### src/rtl/uart_tx_fifo.sv
// UART transmitter with an internal transmit FIFO, configurable data width,
// runtime-selectable parity and stop bits, and back-to-back framing.
module uart_tx_fifo #(
    parameter int DATA_BITS  = 8,
    parameter int FIFO_DEPTH = 16,
    parameter int OVERSAMPLE = 16
) (
    input  logic                        CLK,
    input  logic                        RST_N,
    input  logic                        CLK16X,
    input  logic [DATA_BITS-1:0]        DIN,
    input  logic                        WRN,
    input  logic                        PARITY_EN,
    input  logic                        PARITY_ODD,
    input  logic                        STOP2,
    output logic                        SDO,
    output logic                        EMPTY,
    output logic                        FULL,
    output logic [$clog2(FIFO_DEPTH):0] LEVEL,
    output logic                        BUSY,
    output logic                        OVERFLOW
);

    localparam int PW = $clog2(FIFO_DEPTH);
    localparam int LW = PW + 1;
    localparam int CW = $clog2(OVERSAMPLE);
    localparam int BW = $clog2(DATA_BITS);
    localparam logic [CW-1:0] TICK_LAST  = CW'(OVERSAMPLE - 1);
    localparam logic [BW-1:0] BIT_LAST   = BW'(DATA_BITS - 1);
    localparam logic [LW-1:0] LEVEL_FULL = LW'(FIFO_DEPTH);

    typedef enum logic [2:0] {IDLE, START, DATA, PARITY, STOP} state_t;

    logic                 clk16x_q;
    logic                 tick;
    logic                 tick_last;
    logic [DATA_BITS-1:0] mem_q [FIFO_DEPTH];
    logic [DATA_BITS-1:0] head;
    logic [PW-1:0]        wr_ptr_q, wr_ptr_d;
    logic [PW-1:0]        rd_ptr_q, rd_ptr_d;
    logic [LW-1:0]        level_q, level_d;
    logic                 empty_q, empty_d;
    logic                 full_q, full_d;
    logic                 wr_en;
    logic                 pop;
    state_t               state_q, state_d;
    logic [CW-1:0]        tick_cnt_q, tick_cnt_d;
    logic [BW-1:0]        bit_cnt_q, bit_cnt_d;
    logic [DATA_BITS-1:0] shift_q, shift_d;
    logic                 par_q, par_d;
    logic                 par_en_q, par_en_d;
    logic                 stop2_q, stop2_d;
    logic                 sdo_q, sdo_d;

    assign tick      = CLK16X & ~clk16x_q;
    assign tick_last = tick && (tick_cnt_q == TICK_LAST);
    assign head      = mem_q[rd_ptr_q];

    // A write is refused on the registered FULL even when a pop frees a slot this cycle.
    assign wr_en = ~WRN & ~full_q;

    always_comb begin
        state_d    = state_q;
        tick_cnt_d = tick_cnt_q;
        bit_cnt_d  = bit_cnt_q;
        shift_d    = shift_q;
        par_d      = par_q;
        par_en_d   = par_en_q;
        stop2_d    = stop2_q;
        sdo_d      = sdo_q;
        pop        = 1'b0;

        if (tick && state_q != IDLE)
            tick_cnt_d = tick_last ? '0 : tick_cnt_q + CW'(1);

        case (state_q)
            IDLE: begin
                if (tick && !empty_q)
                    pop = 1'b1;
            end
            START: begin
                if (tick_last) begin
                    state_d   = DATA;
                    sdo_d     = shift_q[0];
                    shift_d   = shift_q >> 1;
                    bit_cnt_d = '0;
                end
            end
            DATA: begin
                if (tick_last) begin
                    if (bit_cnt_q == BIT_LAST) begin
                        bit_cnt_d = '0;
                        if (par_en_q) begin
                            state_d = PARITY;
                            sdo_d   = par_q;
                        end else begin
                            state_d = STOP;
                            sdo_d   = 1'b1;
                        end
                    end else begin
                        sdo_d     = shift_q[0];
                        shift_d   = shift_q >> 1;
                        bit_cnt_d = bit_cnt_q + BW'(1);
                    end
                end
            end
            PARITY: begin
                if (tick_last) begin
                    state_d   = STOP;
                    sdo_d     = 1'b1;
                    bit_cnt_d = '0;
                end
            end
            STOP: begin
                if (tick_last) begin
                    if (stop2_q && bit_cnt_q == '0)
                        bit_cnt_d = BW'(1);
                    else if (!empty_q)
                        pop = 1'b1;
                    else begin
                        state_d = IDLE;
                        sdo_d   = 1'b1;
                    end
                end
            end
            default: begin
                state_d = IDLE;
                sdo_d   = 1'b1;
            end
        endcase

        // Frame mode is captured with the word so mid-frame mode changes are ignored.
        if (pop) begin
            state_d    = START;
            sdo_d      = 1'b0;
            tick_cnt_d = '0;
            shift_d    = head;
            par_d      = ^head ^ PARITY_ODD;
            par_en_d   = PARITY_EN;
            stop2_d    = STOP2;
        end
    end

    always_comb begin
        wr_ptr_d = wr_ptr_q + PW'(wr_en);
        rd_ptr_d = rd_ptr_q + PW'(pop);
        level_d  = level_q + LW'(wr_en) - LW'(pop);
        empty_d  = (level_d == '0);
        full_d   = (level_d == LEVEL_FULL);
    end

    always_ff @(posedge CLK) begin
        if (wr_en)
            mem_q[wr_ptr_q] <= DIN;
    end

    always_ff @(posedge CLK or negedge RST_N) begin
        if (!RST_N) begin
            clk16x_q   <= 1'b0;
            wr_ptr_q   <= '0;
            rd_ptr_q   <= '0;
            level_q    <= '0;
            empty_q    <= 1'b1;
            full_q     <= 1'b0;
            state_q    <= IDLE;
            tick_cnt_q <= '0;
            bit_cnt_q  <= '0;
            shift_q    <= '0;
            par_q      <= 1'b0;
            par_en_q   <= 1'b0;
            stop2_q    <= 1'b0;
            sdo_q      <= 1'b1;
        end else begin
            clk16x_q   <= CLK16X;
            wr_ptr_q   <= wr_ptr_d;
            rd_ptr_q   <= rd_ptr_d;
            level_q    <= level_d;
            empty_q    <= empty_d;
            full_q     <= full_d;
            state_q    <= state_d;
            tick_cnt_q <= tick_cnt_d;
            bit_cnt_q  <= bit_cnt_d;
            shift_q    <= shift_d;
            par_q      <= par_d;
            par_en_q   <= par_en_d;
            stop2_q    <= stop2_d;
            sdo_q      <= sdo_d;
        end
    end

    assign SDO      = sdo_q;
    assign EMPTY    = empty_q;
    assign FULL     = full_q;
    assign LEVEL    = level_q;
    assign BUSY     = (state_q != IDLE) | pop;
    assign OVERFLOW = ~WRN & full_q;

endmodule

### config.mk
export PLATFORM = sky130hd
export DESIGN_NAME = uart_tx_fifo
export DESIGN_NICKNAME = d
export VERILOG_FILES = /design/src/rtl/uart_tx_fifo.sv
export SDC_FILE = /design/constraint.sdc
export NUM_CORES = 1
export LEC_CHECK = 0
export CELL_PAD_IN_SITES_DETAIL_PLACEMENT = 1
export CELL_PAD_IN_SITES_GLOBAL_PLACEMENT = 2
export CORE_UTILIZATION = 50
export DETAILED_ROUTE_END_ITERATION = 7
export HOLD_SLACK_MARGIN = 0.1
export PLACE_DENSITY_LB_ADDON = 0.1
export SLEW_MARGIN = 20
export SYNTH_ARGS = -nofsm -noshare
export SYNTH_HDL_FRONTEND = slang
export SYNTH_SLANG_ARGS = --single-unit
### constraint.sdc
create_clock -name CLK -period 7.92 [get_ports CLK]
set_input_delay 1.188 -clock CLK [delete_from_list [all_inputs] [get_ports CLK]]
set_output_delay 1.188 -clock CLK [all_outputs]
set_load 0.005 [all_outputs]
======== Word-level counts from Yosys, hierarchy flattened ========
Memory sizes are Yosys's and may differ from the RTL's.
Cells that the tools add are included.
cells by class
  bitwise operators ....................... 8
  add/sub/neg operators ................... 6
  muxes and demuxes ....................... 41
  reductions and logical operators ........ 18
  equal/unequal tests ..................... 20
operator list
  operator                                              number
  2-to-1 mux 3 bit                                      14
  2-to-1 mux 8 bit                                      4
  != test 3 bit (second input constant)                 8
  one-hot mux 8 bit (2 select lines)                    1
  2-to-1 mux 1 bit                                      15
  one-hot mux 3 bit (5 select lines)                    1
  2-to-1 mux 4 bit                                      3
  one-hot mux 3 bit (3 select lines)                    1
  nonzero test 3 bit                                    3
  adder 4 x 1 -> 4 bit                                  2
  != test 2 bit (second input constant)                 4
  AND reduction 8 bit                                   1
  XOR reduction 8 bit                                   1
  AND reduction 7 bit                                   1
  equality test 3 x 2 -> 1 bit (second input constant)  2
  equality test 3 bit (second input constant)           2
  zero test 3 bit                                       2
  adder 5 x 1 -> 5 bit                                  1
  equality test 5 bit (second input constant)           1
  zero test 5 bit                                       1
  one-hot mux 1 bit (5 select lines)                    1
  AND reduction 5 bit                                   1
  subtractor 5 x 1 -> 5 bit                             1
  adder 4 x 1 -> 4 bit (second input constant)          1
  14 further kinds                                      21
word-level totals
  output and inout port bits .............. 10
  logic and storage cells ................. 108
  memories ................................ 1
  bits of input ports ..................... 15
  bits in registers ....................... 38
  bits in writable memories ............... 128
memory list
  name   words  bits a word  read ports  clocked after memory_dff  write ports  line  source
  mem_q  16     8            1           0                         1            37    logic [DATA_BITS-1:0] mem_q [FIFO_DEPTH];

======== Longest topological paths before layout ========
  depth in word-level cells ............... 7
  gate-level depth with buffers ........... 15
  mapped depth without buffers ............ 13

======== Worst setup path before layout ========
No wires, ideal clock.
  kind .................................... in2reg
  start ................................... input CLK16X
  end ..................................... register full_q (netlist: FULL)
  data arrival time ....................... 4.108 ns
  setup slack ............................. 3.739 ns
  path buffers ............................ 2
  stages .................................. 11
  data required time ...................... 7.847 ns
  library setup time ...................... 0.073 ns
  cells stage by stage .................... and4b_1 -> a41oi_1 -> nor3_1 -> clkbuf_1 -> clkbuf_1 -> ha_1 -> inv_1 -> ha_1 -> fa_1 -> or4_1 -> nor2b_1
on the way
  longest elaborated chain between the ends .. 6
  elaborated cells between the ends (all ways) .. 8
  classes of those cells .................. 1 x add/sub; 1 x eq/ne; 3 x mux; 1 x bitwise; 2 x reduce/logical
RTL lines
  what                                         line     source
  start, declared                              10       input logic CLK16X,
  AND 1 bit *                                  55       assign tick = CLK16X & ~clk16x_q;
  logical AND 1 bit, on equally long branches  56, 78
  2-to-1 mux 1 bit, on equally long branches   115, 78
  one-hot mux 1 bit (2 select lines) *         76       case (state_q)
  subtractor 5 x 1 -> 5 bit *                  147      level_d = level_q + LW'(wr_en) - LW'(pop);
  named net level_d[1]                         41       logic [LW-1:0] level_q, level_d;
  equality test 5 bit *                        149      full_d = (level_d == LEVEL_FULL);
  named net full_d                             43       logic full_q, full_d;
  end signal, assigned                         179      full_q <= full_d;
  end, declared                                43
Mark *: on every way through the listed nets, which the timed path passes. The rest lies on a longest branch.
A chain may end at the register's enable or synchronous reset.

======== Final worst setup path ========
  start ................................... input CLK16X
  end ..................................... output BUSY
on the way
  longest elaborated chain between the ends .. 5
  elaborated cells between the ends (all ways) .. 7
  classes of those cells .................. 3 x mux; 2 x bitwise; 2 x reduce/logical
RTL lines
  what                                         line     source
  AND 1 bit *                                  55
  logical AND 1 bit, on equally long branches  56, 78
  2-to-1 mux 1 bit, on equally long branches   115, 78
  one-hot mux 1 bit (2 select lines) *         76
  bitwise OR 1 bit *                           195      assign BUSY = (state_q != IDLE) | pop;
  end, declared                                20       output logic BUSY,
Mark *: on every way between the ends. The rest lies on a longest branch, timed or not.

==> out/qor.csv <==
metric;value;unit
run_status;finished clean;
dpl-instance-area;0.007335;mm^2
cts.path.max_buffers;2;
final_util;59.59;%
critPathBufInv;2;
finalInstanceArea;0.007954;mm^2
drt-pass1-iter-count;7;
synth_fp_nets;428;
finalHoldViolCount;0;
cts.repair.resized;0;
hold_path.class;flop to flop;
cts.htree.levels;4;
tightest_slew;1036;ps
first_iter_violations;270;
clock-sinks;166;
port_buffers;24;
ant_nets;0;
path_delay_family;buffers and inverters;
worst-endpoint-arrival;2930;ps
yosysUniqueCellTypes;48;
synth-seq-area-share;69.38;%
wl_per_cell;22.43;um
grt_start_max_net_pins;39;
initial_antenna_violation_count;0;
grt_use_total;21.42;%
syn_inst;399;
grt_pass1_wl;21.94;mm
routed-via-count;3583;
tritoncts_clock_tree;yes;
fmax;243.1;MHz
crit_path_start_kind;input port;
areaGrowthSynthToFinish;15.04;%
core.rowCount;42;
critical_path.endpoint_type;output pin;
final.period_utilization;51.94;%
dieArea;0.01430;mm^2
netlist_area;0.006914;mm^2
antenna_cells;0;
setup_total_negative_slack;0;ps
initial_core_util;51.80;%
crit_top_cell;sky130_fd_sc_hd__clkdlybuf4s50_1;
critical_path_required;6730;ps
detailed_place_hpwl;9.079;mm
final_nets;461;
wl_met3;678;um
hold_bufs_at_cts;0;
worstPathCellList;clkdlybuf4s50_1 -> and4b_1 -> a41oi_1 -> nor3_2 -> nand2b_1 -> clkdlybuf4s50_1;
topRoutingLayerUsed;met4;
io-pin-count;25;
final.setup_skew;7.014;ps
slew_headroom;30.68;%
finalSetupViolCount;0;
period_needed;4114;ps
critical_path.slowest_cell;sky130_fd_sc_hd__clkdlybuf4s50_1;
die_height;119.6;um
worst_path_largest_cell_delay;500;ps
gp_routability_congestion;0.7618;
cap_viol_max_count;0;
cts_inserted_buffers;17;
wirelength_met1;6.488;mm
met2_length;6.492;mm
post_cts.repair.setup_buffers;0;
cellLeakagePower;2.774;nW
power.density_cell_area;390.4;mW/mm^2
globalRoute.totalOverflow;0;
yosysWarnings;0;
postSynthRegisterBits;166;
via_count_of_the_first_global_routing_pass;3828;
root_buffer;sky130_fd_sc_hd__clkbuf_16;
cts.clk_slew.worst_paths;60;ps
drv_slew;0;
post_drt_via_cell_ratio;5.770;
drc;0;
crit_type;input port to output pin;
drive_above_1_share;19.33;%
syn-mean-instance-area;17.33;um^2
wirelength;13.93;mm
dieWidth;119.6;um
async_flop_share;22.89;%
timing.critical_path.fanout_max;4;
worst_skew_pair_latency;420;ps
peakVddDrop;0.0001892;V
unrepaired_setup_endpoints_after_global_routing;no;
synth_enable_flop_cells;128;
floorplan.core_area;0.01335;mm^2
yosys_most_used_dff;sky130_fd_sc_hd__edfxtp_1;
## report_power, final
group          total, mW  leakage (nW)  switching (mW)  internal, mW
Sequential          1.24          1.61           0.126          1.11
Combinational       1.02         0.864           0.498         0.517
Clock              0.855         0.304           0.350         0.505
Total               3.11          2.77           0.974          2.13
## flip-flops by register name, indices dropped and copies added, names as in the netlist
register	count
EMPTY	1
state_q	3
tick_cnt_q	4
bit_cnt_q	3
SDO	1
stop2_q	1
par_q	1
rd_ptr_q	4
LEVEL	5
FULL	1
mem_q	128
shift_q	8
par_en_q	1
clk16x_q	1
wr_ptr_q	4
## cell usage after synthesis (8+ instances only)
master	n	area, um^2
sky130_fd_sc_hd__a21oi_1	11	55.05
sky130_fd_sc_hd__nand3_1	13	65.06
sky130_fd_sc_hd__nand2_1	16	60.06
sky130_fd_sc_hd__inv_1	11	41.29
sky130_fd_sc_hd__nor3_1	8	40.04
sky130_fd_sc_hd__nor2_1	31	116.4
sky130_fd_sc_hd__ha_1	13	162.7
sky130_fd_sc_hd__clkbuf_1	10	37.54
sky130_fd_sc_hd__dfrtp_1	36	900.9
sky130_fd_sc_hd__mux2i_1	14	140.1
sky130_fd_sc_hd__edfxtp_1	128	3844
sky130_fd_sc_hd__mux4_2	35	788.3
## worst reg2reg max path, cell delays in order (launching register included)
cell and delay [ps]:
sky130_fd_sc_hd__dfrtp_1 400, sky130_fd_sc_hd__inv_1 110, sky130_fd_sc_hd__ha_1 160, sky130_fd_sc_hd__nand3b_1 200, sky130_fd_sc_hd__a41oi_1 330, sky130_fd_sc_hd__nor3_2 80, sky130_fd_sc_hd__buf_4 230, sky130_fd_sc_hd__ha_1 320
sky130_fd_sc_hd__inv_1 40, sky130_fd_sc_hd__ha_1 190, sky130_fd_sc_hd__fa_1 400, sky130_fd_sc_hd__xor2_1 170, sky130_fd_sc_hd__or4_1 500, sky130_fd_sc_hd__nor2b_1 140
## metrics by stage
| stage | worst slack (ps) | instances | hold WS [ps] | power [mW] |
|---|---|---|---|---|
| global placement | 3665 | 589 | 477.6 | 2.238 |
| floorplan | 3739 | 399 | 454.6 | 1.973 |
| finish | 3806 | 621 | 501.9 | 3.105 |
| CTS | 3796 | 621 | 503.2 | 3.133 |
| global route | 3716 | 621 | 535.6 | 3.253 |
| detailed placement | 3530 | 589 | 491.7 | 2.267 |
## kinds of logic after synthesis
kind of cell	share of synthesized area, %
mux	14.13
simple gates	6.262
flops	69.38
fa+ha+maj	2.642
buf+inv	1.954
compound gates	3.149
xor+xnor	2.479
## layout make-up
class	count	area [um^2]
inverters	11	41.29
flip-flops and latches	166	4798
multi-input cells	205	1987
clock buffers	17	425.4
fillers	1196	5394
well taps	176	220.2
repair buffers	31	287.8
clock inverters	15	193.9
## placed cells by master (no fill, tap or decap), types with 3 or more instances in the layout
master                            instances
sky130_fd_sc_hd__nor3_1                   7
sky130_fd_sc_hd__inv_8                    3
sky130_fd_sc_hd__xnor3_1                  3
sky130_fd_sc_hd__nand2_1                 16
sky130_fd_sc_hd__xnor2_1                  5
sky130_fd_sc_hd__ha_1                    13
sky130_fd_sc_hd__a21oi_1                 11
sky130_fd_sc_hd__buf_4                    7
sky130_fd_sc_hd__inv_1                   11
sky130_fd_sc_hd__a41oi_1                  3
sky130_fd_sc_hd__edfxtp_1               128
sky130_fd_sc_hd__bufinv_16                3
sky130_fd_sc_hd__mux2i_1                 14
sky130_fd_sc_hd__clkbuf_16               17
sky130_fd_sc_hd__mux4_2                  35
sky130_fd_sc_hd__mux2_2                   3
sky130_fd_sc_hd__nand3b_1                 3
sky130_fd_sc_hd__nand2b_1                 3
sky130_fd_sc_hd__dfrtp_1                 35
sky130_fd_sc_hd__o21ai_0                  4
sky130_fd_sc_hd__nor2b_1                  5
sky130_fd_sc_hd__clkdlybuf4s50_1         23
sky130_fd_sc_hd__clkinv_4                 4
sky130_fd_sc_hd__nand3_1                 13
sky130_fd_sc_hd__xor2_1                   5
sky130_fd_sc_hd__nor2_1                  31
sky130_fd_sc_hd__a22oi_1                  4
## path summary, 6_finish.rpt
kind	start	endpoint	slack, ps	depth (start not counted)
setup / recovery	CLK16X	BUSY	3810	6
hold / removal	tick_cnt_q[3]$_DFFE_PN0P_	tick_cnt_q[3]$_DFFE_PN0P_	500	1
setup reg to reg	bit_cnt_q[0]$_DFFE_PN0P_	FULL$_DFF_PN0_	4580	13
hold reg to reg	tick_cnt_q[3]$_DFFE_PN0P_	tick_cnt_q[3]$_DFFE_PN0P_	500	1
max in group asynchronous	RST_N	rd_ptr_q[0]$_DFF_PN0_	6460	1
min in group asynchronous	RST_N	bit_cnt_q[0]$_DFFE_PN0P_	870	1
## layer usage
| layer | up-vias | GRT usage, % |
|---|---|---|
| met5 | - | 0 |
| met4 | 0 | 9.063 |
| met3 | 19 | 4.087 |
| met2 | 91 | 32.30 |
| met1 | 1851 | 30.83 |
| li1 | 1622 | - |
(Power assumes the default switching activity.)
